--- src/rtl/alu_pkg.sv ---
// Shared types for alu_mc: opcode encoding, FSM state encoding and the iterative opcodes.
package alu_pkg;

    typedef enum logic [3:0] {
        OP_EQ   = 4'd0,
        OP_LT   = 4'd1,
        OP_LTU  = 4'd2,
        OP_GT   = 4'd3,
        OP_GTU  = 4'd4,
        OP_ADD  = 4'd5,
        OP_ADDC = 4'd6,
        OP_SUB  = 4'd7,
        OP_SLL  = 4'd8,
        OP_SRL  = 4'd9,
        OP_SRA  = 4'd10,
        OP_OR   = 4'd11,
        OP_XOR  = 4'd12,
        OP_AND  = 4'd13,
        OP_MULU = 4'd14,
        OP_DIVU = 4'd15
    } alu_op_e;

    typedef enum logic [1:0] {
        ST_IDLE = 2'd0,
        ST_BUSY = 2'd1,
        ST_DONE = 2'd2
    } alu_state_e;

    localparam logic [3:0] OPC_MULU = 4'd14;
    localparam logic [3:0] OPC_DIVU = 4'd15;

endpackage

--- src/rtl/alu_muldiv_iter.sv ---
// Radix-2 iterative unsigned multiply (shift-add) / divide (restoring), one step per cycle.
// op=1 selects divide; result and done are valid combinationally during the final step.
module alu_muldiv_iter #(
    parameter int WIDTH = 32
) (
    input  logic             clk,
    input  logic             rst,
    input  logic             start,
    input  logic [WIDTH-1:0] a,
    input  logic [WIDTH-1:0] b,
    input  logic             op,
    output logic             busy,
    output logic             done,
    output logic [WIDTH-1:0] result
);
    localparam int CW = $clog2(WIDTH);

    logic [CW-1:0]    cnt;
    logic             is_div;
    // acc: product accumulator or partial remainder; opa: multiplicand or dividend/quotient; opb: multiplier or divisor
    logic [WIDTH-1:0] acc, opa, opb;
    logic [WIDTH-1:0] acc_n, opa_n, opb_n;
    logic [WIDTH:0]   rem_sh, diff;

    always_comb begin
        rem_sh = {acc, opa[WIDTH-1]};
        diff   = rem_sh - {1'b0, opb};
        acc_n  = acc;
        opa_n  = opa;
        opb_n  = opb;
        if (is_div) begin
            if (!diff[WIDTH]) begin
                acc_n = diff[WIDTH-1:0];
                opa_n = {opa[WIDTH-2:0], 1'b1};
            end else begin
                acc_n = rem_sh[WIDTH-1:0];
                opa_n = {opa[WIDTH-2:0], 1'b0};
            end
        end else begin
            acc_n = opb[0] ? (acc + opa) : acc;
            opa_n = opa << 1;
            opb_n = opb >> 1;
        end
    end

    assign done   = busy && (cnt == CW'(WIDTH - 1));
    assign result = is_div ? opa_n : acc_n;

    always_ff @(posedge clk or posedge rst) begin
        if (rst) begin
            busy   <= 1'b0;
            cnt    <= '0;
            is_div <= 1'b0;
            acc    <= '0;
            opa    <= '0;
            opb    <= '0;
        end else if (start) begin
            busy   <= 1'b1;
            cnt    <= '0;
            is_div <= op;
            acc    <= '0;
            opa    <= a;
            opb    <= b;
        end else if (busy) begin
            acc <= acc_n;
            opa <= opa_n;
            opb <= opb_n;
            cnt <= cnt + 1'b1;
            if (done) busy <= 1'b0;
        end
    end

endmodule

--- src/rtl/alu_mc.sv ---
// Multi-cycle ALU with valid/ready on both sides and one operation in flight.
// Define ALU_MULDIV_EN to build the iterative MULU/DIVU unit; otherwise those opcodes report out_err.
//
// state | meaning
// IDLE  | empty, ready for a request
// BUSY  | iterative MULU/DIVU stepping
// DONE  | result held on out_res/flags until out_ready
module alu_mc
    import alu_pkg::*;
#(
    parameter int WIDTH = 32,
    parameter int SHW   = $clog2(WIDTH)
) (
    input  logic             clk,
    input  logic             rst,
    input  logic             in_valid,
    output logic             in_ready,
    input  logic [3:0]       in_op,
    input  logic [WIDTH-1:0] in_a,
    input  logic [WIDTH-1:0] in_b,
    input  logic             in_cin,
    output logic             out_valid,
    input  logic             out_ready,
    output logic [WIDTH-1:0] out_res,
    output logic             out_z,
    output logic             out_v,
    output logic             out_n,
    output logic             out_c,
    output logic             out_err
);
    alu_state_e       state, state_n;
    logic [WIDTH-1:0] c_res;
    logic             c_v, c_c, c_err;
    logic [WIDTH:0]   sum;
    logic [SHW-1:0]   shamt;
    logic             go_iter;
    logic             load_alu;

`ifdef ALU_MULDIV_EN
    logic             start, load_md, md_busy, md_done;
    logic [WIDTH-1:0] md_result;

    // Divide by zero never enters the iterative unit
    assign go_iter = (in_op == OPC_MULU) || ((in_op == OPC_DIVU) && (in_b != '0));

    alu_muldiv_iter #(.WIDTH(WIDTH)) u_muldiv (
        .clk    (clk),
        .rst    (rst),
        .start  (start),
        .a      (in_a),
        .b      (in_b),
        .op     (in_op == OPC_DIVU),
        .busy   (md_busy),
        .done   (md_done),
        .result (md_result)
    );
`else
    assign go_iter = 1'b0;
`endif

    assign shamt = in_b[SHW-1:0];

    always_comb begin
        c_res = '0;
        c_v   = 1'b0;
        c_c   = 1'b0;
        c_err = 1'b0;
        sum   = '0;
        case (alu_op_e'(in_op))
            OP_EQ:   c_res[0] = (in_a == in_b);
            OP_LT:   c_res[0] = ($signed(in_a) < $signed(in_b));
            OP_LTU:  c_res[0] = (in_a < in_b);
            OP_GT:   c_res[0] = ($signed(in_a) > $signed(in_b));
            OP_GTU:  c_res[0] = (in_a > in_b);
            OP_ADD, OP_ADDC: begin
                sum   = {1'b0, in_a} + {1'b0, in_b}
                      + {{WIDTH{1'b0}}, (in_op == OP_ADDC) && in_cin};
                c_res = sum[WIDTH-1:0];
                c_c   = sum[WIDTH];
                c_v   = (in_a[WIDTH-1] == in_b[WIDTH-1]) && (c_res[WIDTH-1] != in_a[WIDTH-1]);
            end
            OP_SUB: begin
                sum   = {1'b0, in_a} - {1'b0, in_b};
                c_res = sum[WIDTH-1:0];
                c_c   = !sum[WIDTH];
                c_v   = (in_a[WIDTH-1] != in_b[WIDTH-1]) && (c_res[WIDTH-1] != in_a[WIDTH-1]);
            end
            OP_SLL:  c_res = in_a << shamt;
            OP_SRL:  c_res = in_a >> shamt;
            OP_SRA:  c_res = $signed(in_a) >>> shamt;
            OP_OR:   c_res = in_a | in_b;
            OP_XOR:  c_res = in_a ^ in_b;
            OP_AND:  c_res = in_a & in_b;
            OP_MULU, OP_DIVU: begin
`ifdef ALU_MULDIV_EN
                // Only DIVU by zero takes this path when the unit is present
                c_res = '1;
`endif
                c_err = 1'b1;
            end
            default: c_res = '0;
        endcase
    end

    always_comb begin
        state_n  = state;
        in_ready = 1'b0;
        load_alu = 1'b0;
`ifdef ALU_MULDIV_EN
        start    = 1'b0;
        load_md  = 1'b0;
`endif
        case (state)
            ST_IDLE, ST_DONE: begin
                in_ready = (state == ST_IDLE) || out_ready;
                if (in_valid && in_ready) begin
                    if (go_iter) begin
`ifdef ALU_MULDIV_EN
                        start   = 1'b1;
`endif
                        state_n = ST_BUSY;
                    end else begin
                        load_alu = 1'b1;
                        state_n  = ST_DONE;
                    end
                end else if (state == ST_DONE && out_ready) begin
                    state_n = ST_IDLE;
                end
            end
`ifdef ALU_MULDIV_EN
            ST_BUSY: begin
                if (md_done) begin
                    load_md = 1'b1;
                    state_n = ST_DONE;
                end else if (!md_busy) begin
                    state_n = ST_IDLE;  // unit lost its operation; never strand the FSM
                end
            end
`endif
            default: state_n = ST_IDLE;
        endcase
    end

    assign out_valid = (state == ST_DONE);

    always_ff @(posedge clk or posedge rst) begin
        if (rst) begin
            state   <= ST_IDLE;
            out_res <= '0;
            out_z   <= 1'b0;
            out_v   <= 1'b0;
            out_n   <= 1'b0;
            out_c   <= 1'b0;
            out_err <= 1'b0;
        end else begin
            state <= state_n;
            if (load_alu) begin
                out_res <= c_res;
                out_z   <= (c_res == '0);
                out_n   <= c_res[WIDTH-1];
                out_v   <= c_v;
                out_c   <= c_c;
                out_err <= c_err;
            end
`ifdef ALU_MULDIV_EN
            else if (load_md) begin
                out_res <= md_result;
                out_z   <= (md_result == '0);
                out_n   <= md_result[WIDTH-1];
                out_v   <= 1'b0;
                out_c   <= 1'b0;
                out_err <= 1'b0;
            end
`endif
        end
    end

endmodule
--- config.mk ---
export PLATFORM = sky130hd
export DESIGN_NAME = alu_mc
export DESIGN_NICKNAME = d
export VERILOG_FILES = /design/src/rtl/alu_pkg.sv /design/src/rtl/alu_muldiv_iter.sv /design/src/rtl/alu_mc.sv
export SDC_FILE = /design/constraint.sdc
export NUM_CORES = 1
export LEC_CHECK = 0
export CAP_MARGIN = 40
export CORE_MARGIN = 1
export CORE_UTILIZATION = 34
export CTS_CLUSTER_DIAMETER = 150
export DETAILED_ROUTE_END_ITERATION = 8
export PLACE_DENSITY_LB_ADDON = 0.25
export SLEW_MARGIN = 0
export SYNTH_ARGS = -nofsm -noshare
export SYNTH_HDL_FRONTEND = slang
export SYNTH_SLANG_ARGS = --single-unit
--- constraint.sdc ---
create_clock -name clk -period 2.54 [get_ports clk]
set_clock_uncertainty 0.2 [all_clocks]
set_input_delay 0.508 -clock clk [delete_from_list [all_inputs] [get_ports clk]]
set_output_delay 0.508 -clock clk [all_outputs]
set_load 0.02 [all_outputs]
# After elaboration in Yosys (flattened, before gate mapping)
# Index checks and enable logic that the tools add are counted.
[word_totals]
out_inout_bits = 39
reg_bits = 39
wordCells = 66
[classes]
addsub = 3
n_bitwise = 3
muxes = 11
reduce_logical = 13
n_eq_ne = 22
shifts = 3
magnitude_cmp = 4
[op_table]
columns = ["cell", "n"]
rows = [
  ["31-bit one-hot mux with 8 select lines", 1],
  ["32-bit > comparator", 2],
  ["32-bit less-than comparator", 2],
  ["32-bit by 32-bit adder with 33-bit output", 1],
  ["33-bit by 1-bit adder with 33-bit output", 1],
  ["32-bit by 32-bit subtractor with 33-bit output", 1],
  ["32-bit bitwise AND", 1],
  ["32-bit == test", 1],
  ["4-bit == test (second input constant)", 8],
  ["32-bit logical NOT", 1],
  ["32-bit OR", 1],
  ["32-bit by 5-bit << shifter with 32-bit output", 1],
  ["32-bit by 5-bit right shift with 32-bit output", 1],
  ["32-bit by 5-bit >>> shifter with 32-bit output", 1],
  ["32-bit XOR", 1],
  ["4-bit by 3-bit == test with 1-bit output (second input constant)", 4],
  ["1-bit one-hot mux with 13 select lines", 1],
  ["4-bit by 2-bit == test with 1-bit output (second input constant)", 2],
  ["2-bit 2-to-1 mux", 3],
  ["2-bit OR reduction", 3],
  ["1-bit logical AND", 5],
  ["4-bit by 1-bit == test with 1-bit output (second input constant)", 1],
  ["4-bit logical NOT", 1],
  ["1-bit 2-to-1 mux", 4],
  ["other kinds (8)", 11],
]

# Longest topological paths before layout
[depth]
depth_word = 6
mapped_depth = 18
mapped_depth_nobuf = 15

# Least setup slack after synthesis
# Ideal clock, no wire load.
[synth_path]
kind = "input -> register"
startpoint = "input port in_op[1]"
endpoint = "register out_z"
t_arrival_ns = 4.821
setup_ns = 0.067
stages = 18
setup_slack_ns = -2.548
t_required_ns = 2.273
cell_sequence = "clkbuf_1 -> clkbuf_1 -> clkbuf_1 -> nor2b_1 -> nand3_1 -> fa_1 -> fa_1 -> nand2b_1 -> a211oi_1 -> nor3_1 -> o21ai_0 -> xnor2_1 -> a221o_1 -> nor4_1 -> nand4b_1 -> or4_1 -> nor4_2 -> a32o_1"
[synth_via]
elab_chain_len = 5
[synth_lines]
columns = ["element", "line_no", "rtl"]
rows = [
  ["from (decl)", "alu_mc.sv:18", "input logic [3:0] in_op,"],
  ["4-bit by 3-bit == test with 1-bit output", "alu_mc.sv:69, alu_mc.sv:77", ""],
  ["1-bit logical AND", "alu_mc.sv:77", "+ {{WIDTH{1'b0}}, (in_op == OP_ADDC) && in_cin};"],
  ["33-bit by 1-bit adder with 33-bit output", "alu_mc.sv:77", ""],
  ["1-bit one-hot mux with 13 select lines / 31-bit one-hot mux with 8 select lines (equally long branches)", "alu_mc.sv:69", "case (alu_op_e'(in_op))"],
  ["32-bit logical NOT (*)", "alu_mc.sv:159", "out_z <= (c_res == '0);"],
  ["to (signal assigned)", "alu_mc.sv:159", ""],
  ["to (decl)", "alu_mc.sv:25", "output logic out_z,"],
]
# Every way passes the cells marked *; elsewhere a longest branch is shown, timed or not.
# A chain may end at the register's enable or synchronous reset.

# Worst setup path after layout
# Same ends and word-level chain as after synthesis.

==> metrics <==
RSZ-0062 raised after global routing=true; PwrDens=317.3 nW/um^2; vias in the first global route=16,270; final setup margin=-1615 ps; slew of the pin with the lowest slew margin=830.6 ps; fmax=0.2407 GHz; Final Cell Area=20,720 um^2; critical path start-end classification=input port to flop; most common cell after layout, fill and taps aside=buf_4; Final min period=4155 ps; placed cell area=17,960 um^2; final setup fails=35; post-synthesis sequential area ratio=8.186%; drt wl/cell=26.79 um; clock sink count=37; Yosys cell types=86; WL met3=6201 um; Clock Path Buffers=2; DR vias=16,750; clock transition at the registers of the reported paths=50 ps; HP Class=flop to flop; post-route insts no fill=2,746; Area Growth Syn to Fin=83.23%; CTS Hold Bufs=0; core area=32,620 um^2; Post-Synthesis Cells=1,525; share of layout cells above drive strength 1=51.65%; RD Place Congestion=1.050; syn_area_per_cell=7.417 um^2; Crit Path Max Fanout=3; Max-Cap Viols=0; Die Area=34,000 um^2; Top Ports=112; top layer in use=met4; syn_nets=1,698; synthesis-stage register bit count=37; DRT met1 WL=30,620 um; Async SR Flop Fraction=100.0%; DR vias/cell=6.101; Primary FF master, synth=dfrtp_1; element type at the critical path start=input port; EDFF count, synth=0; total congestion overflow=0; initial antenna violation count=0; CTS Buf Count=5; Iteration-0 DRC Markers=1,811; pin count of the biggest net entering global routing=56; post-route ant nets=0; Rel. slew slack=44.20%; met2 routed WL=31,860 um; DIE WIDTH=184.4 um; clock root cell=clkbuf_16; IO buf count=111; H-tree Lvls=2; first drt pass iteration count=6; diode count=0; TritonCTS clock tree=yes; Crit. End Element=flop; Final Cycle Share=163.6%; Final Hold Viols=0; Mapped Area=11,310 um^2; status=complete, but fails checks; layout net count=2,476; WP data required=2560 ps; WL final=73,570 um; worst vdd rail ir drop=0.4396 mV; Fin Setup TNS=-30,120 ps; Residual DRC=0; Leak Pwr=0.009345 uW; Slew Viols, Final=0; cell count after placement=2,637; Starting Density=34.68%; Worst EP arrival=4170 ps; Die Span Y=184.4 um; hpwl dp=59,450 um; # rows=66; GR Util All Layers=42.65%; first-pass GRT wire length=105,900 um; violated checks=negative setup slack; Yosys warnings=0; most frequent cells in the layout=buf_4, nand2_1, nor2_1; worst skew pair latency=280 ps
[critical path, stage by stage]
cell and delay (ps):
buf_6 70, nor2b_4 140, nand3_2 90, fa_2 390
fa_2 440, buf_4 150, nor2b_2 140, nor3_2 80
o211a_1 200, a2111o_1 300, a211oi_2 210, nand4_1 200
nor4_4 260, nand4b_1 200, or4_4 460, nor4_4 140
a32o_1 190
[metal layers]
layer | vias up | track usage, %
met4 | 0 | 24.80
li1 | 7365 | -
met5 | - | 0
met2 | 985 | 65.92
met1 | 8157 | 56.75
met3 | 245 | 5.414
[synthesized netlist by cell type, drive strengths merged, types with 14 or more instances]
cell      n  area, um^2
nand2   130       488.0
nand2b   20       125.1
o22ai    26       162.7
ha       97        1214
a211oi   26       200.2
inv     102       382.9
a221oi   15       131.4
a22oi    23       172.7
a31oi    18       112.6
xnor2    18       157.7
clkbuf   84       315.3
o211ai   35       262.8
nor2    106       397.9
mux2     46       521.8
a21oi   106       530.5
nor3     36       180.2
buf      32       186.4
o21ai    94       470.5
a211o    14       122.6
mux2i    66       660.6
nor2b    22       137.6
a21o     15       112.6
o31ai    19       142.6
nor4     26       168.9
nand4    18       112.6
dfrtp    37       925.9
nand3    42       210.2
mux4     38       863.3
[flip-flops by register name, indices dropped and copies added, names as in the netlist]
| signal | count |
|---|---|
| out_res | 32 |
| out_c | 1 |
| out_v | 1 |
| out_z | 1 |
| out_err | 1 |
| state | 1 |
[cell type report]
type | count | area (um^2)
flip-flops and latches | 37 | 925.9
clock inverters | 1 | 5.005
inverters | 104 | 410.4
multi-input cells | 1268 | 11250
repair buffers | 887 | 7428
well taps | 442 | 553.0
fillers | 2886 | 11890
clock buffers | 7 | 152.6
[logic make-up (layout without fill, tap and decap cells)]
family | after synthesis | in the layout | share of synthesized area (%)
compound gates | 524 | 524 | 32.05
simple gates | 474 | 474 | 20.98
buf+inv | 220 | 999 | 7.887
mux | 150 | 150 | 18.09
fa+ha+maj | 100 | 100 | 11.26
flops | 37 | 37 | 8.186
xor+xnor | 20 | 20 | 1.549
[stage by stage]
| stage | total power, uW | setup WS (ps) | utilization [%] | hold WS, ps |
|---|---|---|---|---|
| CTS | 6300 | -1796 | 61.91 | 280.5 |
| finish | 6577 | -1615 | 63.54 | 271.8 |
| floorplan | 2704 | -1778 | - | 390.0 |
| detailed placement | 5084 | -2443 | 55.05 | 269.0 |
| global placement | 5053 | -2374 | 55.05 | 262.0 |
| global route | 6847 | -1694 | 63.54 | 302.4 |
[path summary, 6_finish.rpt]
| kind | startpoint | end | slack (ps) | cells after the start |
|---|---|---|---|---|
| min in group asynchronous | rst | out_c | 460 | 3 |
| hold reg to reg | out_res[23] | out_res[23] | 270 | 2 |
| setup / recovery | in_op[1] | out_z | -1620 | 17 |
| hold / removal | out_res[23] | out_res[23] | 270 | 2 |
| max in group asynchronous | rst | out_res[4] | 1360 | 3 |
| setup reg to reg | state[1] | out_z | -640 | 10 |
[what timing repair did]
action	CTS	global route
setup buffers	79	27
cloned	2	0
endpoints found under the setup margin	36	35
pin swaps	107	55
resized for setup	463	82
[where the power goes]
| group | switching (uW) | total, uW | internal, uW |
|---|---|---|---|
| Sequential | 58.0 | 760 | 702 |
| Clock | 220 | 635 | 415 |
| Combinational | 2630 | 5180 | 2550 |
| Total | 2910 | 6580 | 3660 |
(Power assumes the default switching activity.)
